===== config.mk =====
export PLATFORM = sky130hd
export DESIGN_NAME = pcounter_cfg_resp
export DESIGN_NICKNAME = d
export VERILOG_FILES = /design/src/rtl/pcounter_cfg_resp.sv
export SDC_FILE = /design/constraint.sdc
export NUM_CORES = 1
export LEC_CHECK = 0
export CORE_ASPECT_RATIO = 0.6
export CORE_MARGIN = 8
export CORE_UTILIZATION = 30
export DETAILED_ROUTE_END_ITERATION = 16
export GPL_TIMING_DRIVEN = 0
export PLACE_DENSITY = 0.47
export SLEW_MARGIN = 20
export SYNTH_ARGS = -nofsm -noshare
export SYNTH_HDL_FRONTEND = slang
export SYNTH_SLANG_ARGS = --single-unit

===== constraint.sdc =====
create_clock -name clk -period 4.5 [get_ports clk]
set_input_delay 0.9 -clock clk [delete_from_list [all_inputs] [get_ports clk]]
set_output_delay 0.9 -clock clk [all_outputs]
set_load 0.1 [all_outputs]

===== src/rtl/pcounter_cfg_resp.sv =====
// rtl/pcounter_cfg_resp.sv - config-bus register responder with programmable step counter
//
// Ports:
//   clk, rst_n              clock (rising edge), asynchronous active-low reset
//   cfg_enable, cfg_rd_wr   bus strobe; rd_wr=1 write, 0 read
//   cfg_addr, cfg_wdata     register address and write data
//   cfg_rdata, cfg_rvalid   registered read data and its one-cycle valid pulse
//   cnt_tick                counter advance qualifier
//   count                   current counter value
//   term_pulse              one-cycle pulse after a terminal step
//   irq                     level, OR of enabled sticky status bits
module pcounter_cfg_resp #(
    parameter int          DATA_W    = 10,
    parameter int          ADDR_W    = 3,
    parameter int unsigned RST_LIMIT = 1023
) (
    input  logic              clk,
    input  logic              rst_n,
    input  logic              cfg_enable,
    input  logic              cfg_rd_wr,
    input  logic [ADDR_W-1:0] cfg_addr,
    input  logic [DATA_W-1:0] cfg_wdata,
    output logic [DATA_W-1:0] cfg_rdata,
    output logic              cfg_rvalid,
    input  logic              cnt_tick,
    output logic [DATA_W-1:0] count,
    output logic              term_pulse,
    output logic              irq
);

    localparam logic [ADDR_W-1:0] A_CTRL   = ADDR_W'(0);
    localparam logic [ADDR_W-1:0] A_LOAD   = ADDR_W'(1);
    localparam logic [ADDR_W-1:0] A_LIMIT  = ADDR_W'(2);
    localparam logic [ADDR_W-1:0] A_STEP   = ADDR_W'(3);
    localparam logic [ADDR_W-1:0] A_COUNT  = ADDR_W'(4);
    localparam logic [ADDR_W-1:0] A_STATUS = ADDR_W'(5);

    // CTRL fields that hold state; clr/load are write-only strobes
    logic              run;
    logic              down;
    logic              wrap;
    logic              irq_term_en;
    logic              irq_ovf_en;
    logic [DATA_W-1:0] load_reg;
    logic [DATA_W-1:0] limit_reg;
    logic [DATA_W-1:0] step_reg;
    logic              term_sticky;
    logic              ovf_sticky;

    logic wr;
    logic rd;
    logic wr_ctrl;
    logic wr_status;
    logic ctrl_clr;
    logic ctrl_load;

    assign wr        = cfg_enable & cfg_rd_wr;
    assign rd        = cfg_enable & ~cfg_rd_wr;
    assign wr_ctrl   = wr && (cfg_addr == A_CTRL);
    assign wr_status = wr && (cfg_addr == A_STATUS);
    assign ctrl_clr  = wr_ctrl & cfg_wdata[3];
    assign ctrl_load = wr_ctrl & cfg_wdata[4];

    // Counter next-state. The step always evaluates the CTRL/LIMIT/STEP values
    // held before this edge; a same-cycle clr/load strobe overrides the step
    // entirely, so no terminal/overflow event is raised in that cycle.
    logic              step_en;
    logic [DATA_W:0]   sum;
    logic [DATA_W-1:0] count_nxt;
    logic              term_evt;
    logic              ovf_evt;
    logic              run_autoclr;

    always_comb begin
        count_nxt   = count;
        term_evt    = 1'b0;
        ovf_evt     = 1'b0;
        run_autoclr = 1'b0;
        sum         = {1'b0, count} + {1'b0, step_reg};
        step_en     = run & cnt_tick & (step_reg != '0) & ~ctrl_clr & ~ctrl_load;

        if (step_en) begin
            // count above LIMIT means LIMIT was lowered under a live counter
            ovf_evt = (count > limit_reg);
            if (down) begin
                term_evt = ovf_evt | (count < step_reg);
            end else begin
                term_evt = ovf_evt | (sum > {1'b0, limit_reg});
            end

            if (term_evt) begin
                if (wrap) begin
                    count_nxt = down ? limit_reg : '0;
                end else begin
                    count_nxt   = down ? '0 : limit_reg;
                    run_autoclr = 1'b1;
                end
            end else begin
                count_nxt = down ? (count - step_reg) : sum[DATA_W-1:0];
            end
        end

        if (ctrl_load) begin
            count_nxt = load_reg;
        end
        if (ctrl_clr) begin
            count_nxt = '0;
        end
    end

    logic [DATA_W-1:0] rd_mux;

    always_comb begin
        rd_mux = '0;
        case (cfg_addr)
            A_CTRL: begin
                rd_mux[0] = run;
                rd_mux[1] = down;
                rd_mux[2] = wrap;
                rd_mux[5] = irq_term_en;
                rd_mux[6] = irq_ovf_en;
            end
            A_LOAD:   rd_mux = load_reg;
            A_LIMIT:  rd_mux = limit_reg;
            A_STEP:   rd_mux = step_reg;
            A_COUNT:  rd_mux = count;
            A_STATUS: begin
                rd_mux[0] = term_sticky;
                rd_mux[1] = ovf_sticky;
            end
            default:  rd_mux = '0;
        endcase
    end

    always_ff @(posedge clk or negedge rst_n) begin
        if (!rst_n) begin
            run         <= 1'b0;
            down        <= 1'b0;
            wrap        <= 1'b0;
            irq_term_en <= 1'b0;
            irq_ovf_en  <= 1'b0;
            load_reg    <= '0;
            limit_reg   <= DATA_W'(RST_LIMIT);
            step_reg    <= DATA_W'(1);
            term_sticky <= 1'b0;
            ovf_sticky  <= 1'b0;
            count       <= '0;
            term_pulse  <= 1'b0;
            cfg_rdata   <= '0;
            cfg_rvalid  <= 1'b0;
        end else begin
            // a CTRL write takes precedence over the run auto-clear
            if (wr_ctrl) begin
                run         <= cfg_wdata[0];
                down        <= cfg_wdata[1];
                wrap        <= cfg_wdata[2];
                irq_term_en <= cfg_wdata[5];
                irq_ovf_en  <= cfg_wdata[6];
            end else if (run_autoclr) begin
                run <= 1'b0;
            end

            if (wr && (cfg_addr == A_LOAD)) begin
                load_reg <= cfg_wdata;
            end
            if (wr && (cfg_addr == A_LIMIT)) begin
                limit_reg <= cfg_wdata;
            end
            if (wr && (cfg_addr == A_STEP)) begin
                step_reg <= cfg_wdata;
            end

            // set beats a same-cycle write-1-to-clear
            term_sticky <= (term_sticky & ~(wr_status & cfg_wdata[0])) | term_evt;
            ovf_sticky  <= (ovf_sticky  & ~(wr_status & cfg_wdata[1])) | ovf_evt;

            count      <= count_nxt;
            term_pulse <= term_evt;

            cfg_rvalid <= rd;
            if (rd) begin
                cfg_rdata <= rd_mux;
            end
        end
    end

    assign irq = (term_sticky & irq_term_en) | (ovf_sticky & irq_ovf_en);

endmodule


---- After elaboration in Yosys (flattened, before gate mapping) ----
Cells that the tools add are included.
storage, ports and cells
  word-level logic and storage cells ...... 79
  register bits ........................... 59
operators by class
  add/sub/neg operators ................... 2
  order comparisons ....................... 3
  eq/ne operators ......................... 5
  bitwise operators ....................... 24
  reductions and logical operators ........ 9
  multiplexer cells ....................... 22
operators with widths
  operator                                       number
  2-to-1 mux 10 bit                              8
  AND 1 bit                                      14
  case mux 2 bit (6 select lines)                1
  case mux 3 bit (4 select lines)                1
  adder 10 x 10 -> 11 bit                        1
  greater-than comparator 11 x 10 -> 1 bit       1
  greater-than comparator 10 bit                 1
  < comparator 10 bit                            1
  case mux 2 bit (5 select lines)                1
  nonzero test 10 bit                            1
  subtractor 10 bit                              1
  2-to-1 mux 1 bit                               9
  case mux 2 bit (4 select lines)                1
  == test 3 x 2 -> 1 bit, second input constant  2
  == test 3 bit, second input constant           2
  logical AND 1 bit                              5
  inverter 1 bit                                 5
  OR 1 bit                                       5
  case mux 1 bit (5 select lines)                1
  == test 3 x 1 -> 1 bit, second input constant  1
  logical NOT 3 bit                              1
  nonzero test 3 bit                             1
  nonzero test 2 bit                             1

---- Longest topological paths before layout ----
  word-level depth ........................ 11
  depth in mapped cells ................... 21
  gate-level depth less buffers ........... 19

---- Least setup slack after synthesis ----
No wires, ideal clock.
  kind .................................... flip-flop to flip-flop
  start point ............................. reg count[1]
  end point ............................... reg count[1]
  period minus slack after synthesis ...... 4.436 ns
  data required time ...................... 4.424 ns
  cell stages (with the launch flop) ...... 18
  path buffers ............................ 2
  arrival ................................. 4.360 ns
  slack ................................... 0.064 ns
  path through ............................ dfrtp_1 > inv_1 > fa_1 > o21ba_1 > o211ai_1 > a21o_1 > xnor2_1 > ha_1 > nand3_1 > or2_1 > o21bai_1 > a221o_1 > a32o_1 > buf_6 > and2_4 > buf_6 > mux2_4 > o21ai_2
on the way
  word-level cells in the longest chain between the ends .. 9
  elaborated cells on any way between the ends .. 14
  classes of those cells .................. add/sub (2); order compare (3); mux (7); bitwise (2)
RTL lines
  what                                      RTL line  RTL
  start, declared                           26        output logic [DATA_W-1:0] count,
  start signal, assigned                    177       count <= count_nxt;
  adder 10 x 10 -> 11 bit                   79        sum = {1'b0, count} + {1'b0, step_reg};
  greater-than comparator 11 x 10 -> 1 bit  88        term_evt = ovf_evt | (sum > {1'b0, limit_reg});
  OR 1 bit                                  88
  2-to-1 mux 1 bit                          85        if (down) begin
  2-to-1 mux 1 bit                          82        if (step_en) begin
  2-to-1 mux 10 bit (*)                     91        if (term_evt) begin
  2-to-1 mux 10 bit (*)                     82
  2-to-1 mux 10 bit (*)                     103       if (ctrl_load) begin
  2-to-1 mux 10 bit (*)                     106       if (ctrl_clr) begin
Mark *: on every way between the ends. The rest lies on a longest branch, timed or not. The select of a mux whose other input is x is not followed.
A chain may end at the register's enable or synchronous reset.

---- Worst setup path in the final report ----
  start point ............................. reg step_reg[0]
  end point ............................... reg count[1]
on the way
  word-level cells in the longest chain between the ends .. 9
  elaborated cells on any way between the ends .. 18
  classes of those cells .................. add/sub (2); order compare (2); mux (7); bitwise (5); reduce/logical (2)
RTL lines
  what                                      RTL line  RTL
  start, declared                           46        logic [DATA_W-1:0] step_reg;
  start signal, assigned                    170       step_reg <= cfg_wdata;
  adder 10 x 10 -> 11 bit                   79
  greater-than comparator 11 x 10 -> 1 bit  88
  OR 1 bit                                  88
  2-to-1 mux 1 bit                          85
  2-to-1 mux 1 bit                          82
  2-to-1 mux 10 bit                         91
  2-to-1 mux 10 bit                         82
  2-to-1 mux 10 bit                         103
  2-to-1 mux 10 bit                         106
Parallel ways exist; a longest one is shown, timed or not. The select of a mux whose other input is x is not followed.

==> impl_metrics.toml <==
[logic_synthesis]
synth_cells = 479
netlist_area_um2 = 4320
async_flop_share_pct = 100.0
syn_area_per_cell_um2 = 9.020
ys_ff_latch = 59
synthesis.nets = 539
synth_cell_types = 58
yosys_warnings = 0
seq_area_frac_synth_pct = 34.49
synthFlopType = "dfrtp_1"
synth_edf_count = 0

[drt]
routed_wl_mm = 15.07
postRouteAntennaNets = 0
drtPass1Iterations = 6
via_per_inst = 5.411
num_vias = 3972
routedWlPerCell_um = 20.54
drc_errors = 0
drt_iter0_markers = 323

[placed_design]
numPortBuffers = 39
place_area_um2 = 4991
gp_congestion = 0.8697
dpl.hpwl_mm = 11.91

[grt]
antenna_found_initial = 0
grtUsageTotal_pct = 16.35
grt_pass1_wl_mm = 22.77
grt_pass1_vias = 3806
grt_max_degree = 52
grt-ovfl-total = 0

[timing]
max_freq_mhz = 230.9
report.final.slew_viol_count = 0
rsz0062_at_grt = "false"
hold_viol_final = 0
period_needed_ns = 4.330
finalSetupViolCount = 0
fin_crit_sh_pct = 96.23
worst_slew_pin_slew_ns = 1.086
holdWs_ns = 0.3922
fin_skew_ns = 0.003793
slew_headroom_pct = 27.31
fin_setup_tns_ns = 0

[floorplanning]
die_w_um = 170.9
io_pins = 41
rows = 34
die_y_um = 109.0
core_um2 = 14290
initial_core_util_pct = 30.23
die_area_um2 = 18620

[setup_path]
r2r-end = "count[1]"
crit_start = "step_reg[0]"
critical_path.max_fanout = 10
r2r_start = "step_reg[0]"
critPathArrivalTime_ns = 4.58
reg2regPathDepth = 17
ff2ff_setup_slack_ns = 0.17
critPathKind = "reg2reg"
cp-start-kind = "register"
worstSetupEndpointType = "register"
required_ns = 4.75

[pwr]
power.leakage_nw = 2.218
vdd_drop_max_mv = 0.3452
powerDensity_nw_per_um2 = 753.4

[layout]
nets = 591
drive_gt1_share_pct = 15.49
fill_cells = 1495
post-route-cell-area_um2 = 5320
syn_to_final_growth_pct = 23.14
insertedDiodeCount = 0

[clock_network]
cts_max_path_buffers = 2
clk_pin_slew_worst_paths_ns = 0.05
clock_sinks = 59
cts-root-buf = "clkbuf_16"
ctsHoldBuffers = 0
clk_latency_ns = 0.33
htreeDepth = 3
cts_buffers = 9
cts_tree = "done"

[outcome]
status = "finished, final reports clean"

[flow_run]
cap_violations = 0

[worst_hold_path]
hp-class = "in2async"
-- routing by layer --
layer	routed length (µm)	vias up	GRT usage, %
met5	0	-	0
met4	96	0	3.088
met3	1417	17	4.845
met2	5966	157	21.76
met1	7592	1982	25.21
li1	-	1816	-
-- stage by stage --
step                      std cells  setup slack, ns  utilization, %  total power, mW
after floorplan                 479          0.06395               -            2.593
after global placement          716          0.03392           34.69            3.274
after detailed placement        717          0.05983           34.92            3.300
after CTS                       733          0.02743           36.89            3.969
after global routing            734        0.0002287           37.22            4.268
final                           734           0.1698           37.22            4.008
-- synthesized netlist by cell type, types with 4 or more instances --
library cell | count | area share (%)
xnor2_1 | 11 | 2.2
ha_1 | 40 | 12
xor2_1 | 5 | 1.0
o21ai_0 | 40 | 4.6
a22oi_1 | 15 | 2.6
mux4_2 | 4 | 2.1
nor3_1 | 9 | 1.0
a21oi_1 | 34 | 3.9
nor2_1 | 26 | 2.3
clkbuf_1 | 19 | 1.7
dfrtp_1 | 48 | 28
inv_1 | 36 | 3.1
nor2b_1 | 5 | 0.72
mux2_2 | 28 | 7.3
dfstp_2 | 11 | 6.7
nand2b_1 | 5 | 0.72
nand2_1 | 59 | 5.1
o21ai_1 | 6 | 0.70
nand3_1 | 5 | 0.58
a211oi_1 | 9 | 1.6
nor4_1 | 4 | 0.58
a21o_1 | 4 | 0.70
-- cell type report --
| class | count | area (µm²) | share of cell area (%) |
|---|---|---|---|
| multi-input combinational | 362 | 2649 | 49.79 |
| sequential | 59 | 1490 | 28.01 |
| timing repair buffer | 42 | 430.4 | 8.090 |
| clock buffer | 12 | 256.5 | 4.821 |
| tap | 198 | 247.7 | 4.657 |
| inverter | 36 | 135.1 | 2.540 |
| buffer | 21 | 86.33 | 1.623 |
| clock inverter | 4 | 25.02 | 0.4704 |
-- how the worst max path moves through the flow --
stage / end / depth (start not counted)
3_5_place_dp: count[1] / 18
6_report: count[1] / 17
5_1_grt: count[1] / 20
2_1_floorplan: count[1] / 17
3_3_place_gp: count[0] / 17
4_1_cts: count[1] / 18
-- placed cells by master (no fill, tap or decap), drive strengths merged, types with 3 or more instances in the layout --
| cell type | n |
|---|---|
| a22oi | 15 |
| mux4 | 4 |
| inv | 36 |
| xnor2 | 11 |
| and3 | 3 |
| o21a | 3 |
| a211oi | 10 |
| buf | 6 |
| nor2 | 26 |
| o21ai | 48 |
| nand4 | 3 |
| or2 | 3 |
| o31ai | 3 |
| nand3 | 5 |
| dfstp | 11 |
| nor2b | 5 |
| clkdlybuf4s50 | 38 |
| nor4 | 4 |
| a21oi | 34 |
| mux2i | 3 |
| xor2 | 5 |
| nand2b | 5 |
| a21o | 4 |
| mux2 | 30 |
| nor3 | 9 |
| nand2 | 59 |
| ha | 40 |
| dfrtp | 48 |
| clkbuf | 31 |
-- cell families (layout without fill, tap and decap cells) --
logic type,Yosys count,after routing,synth area share (%)
XOR/XNOR,16,16,3.243
adder cells (fa/ha/maj),42,42,12.51
buffers and inverters,58,115,5.387
flip-flops,59,59,34.49
AO/OA/AOI/OAI,138,138,20.04
AND/OR/NAND/NOR,129,129,13.55
multiplexers,37,37,10.77
-- worst max-delay path, stage by stage, from the launching register on --
cell      delay (ns)
dfstp_2         0.56
ha_1            0.18
inv_1           0.06
fa_2            0.37
o21ba_1         0.23
o211ai_1        0.19
a21o_1          0.24
xnor2_1         0.09
ha_1            0.29
nand3_1         0.11
or2_1           0.26
o21bai_2        0.22
a221o_1         0.36
a32o_1          0.28
buf_6           0.15
and2_4          0.22
mux2_4          0.31
o21ai_2         0.12
-- power by group --
| group | switching (mW) | total (mW) | internal (mW) |
|---|---|---|---|
| sequential | 0.186 | 0.871 | 0.685 |
| combinational | 1.58 | 2.49 | 0.911 |
| clock | 0.248 | 0.649 | 0.400 |
-- repair_timing --
| action | 4_1_cts | 5_1_grt |
|---|---|---|
| buffers inserted | 0 | 2 |
| endpoints found under the setup margin | 0 | 13 |
| gates resized for setup | 0 | 9 |
(Power assumes the default switching activity.)
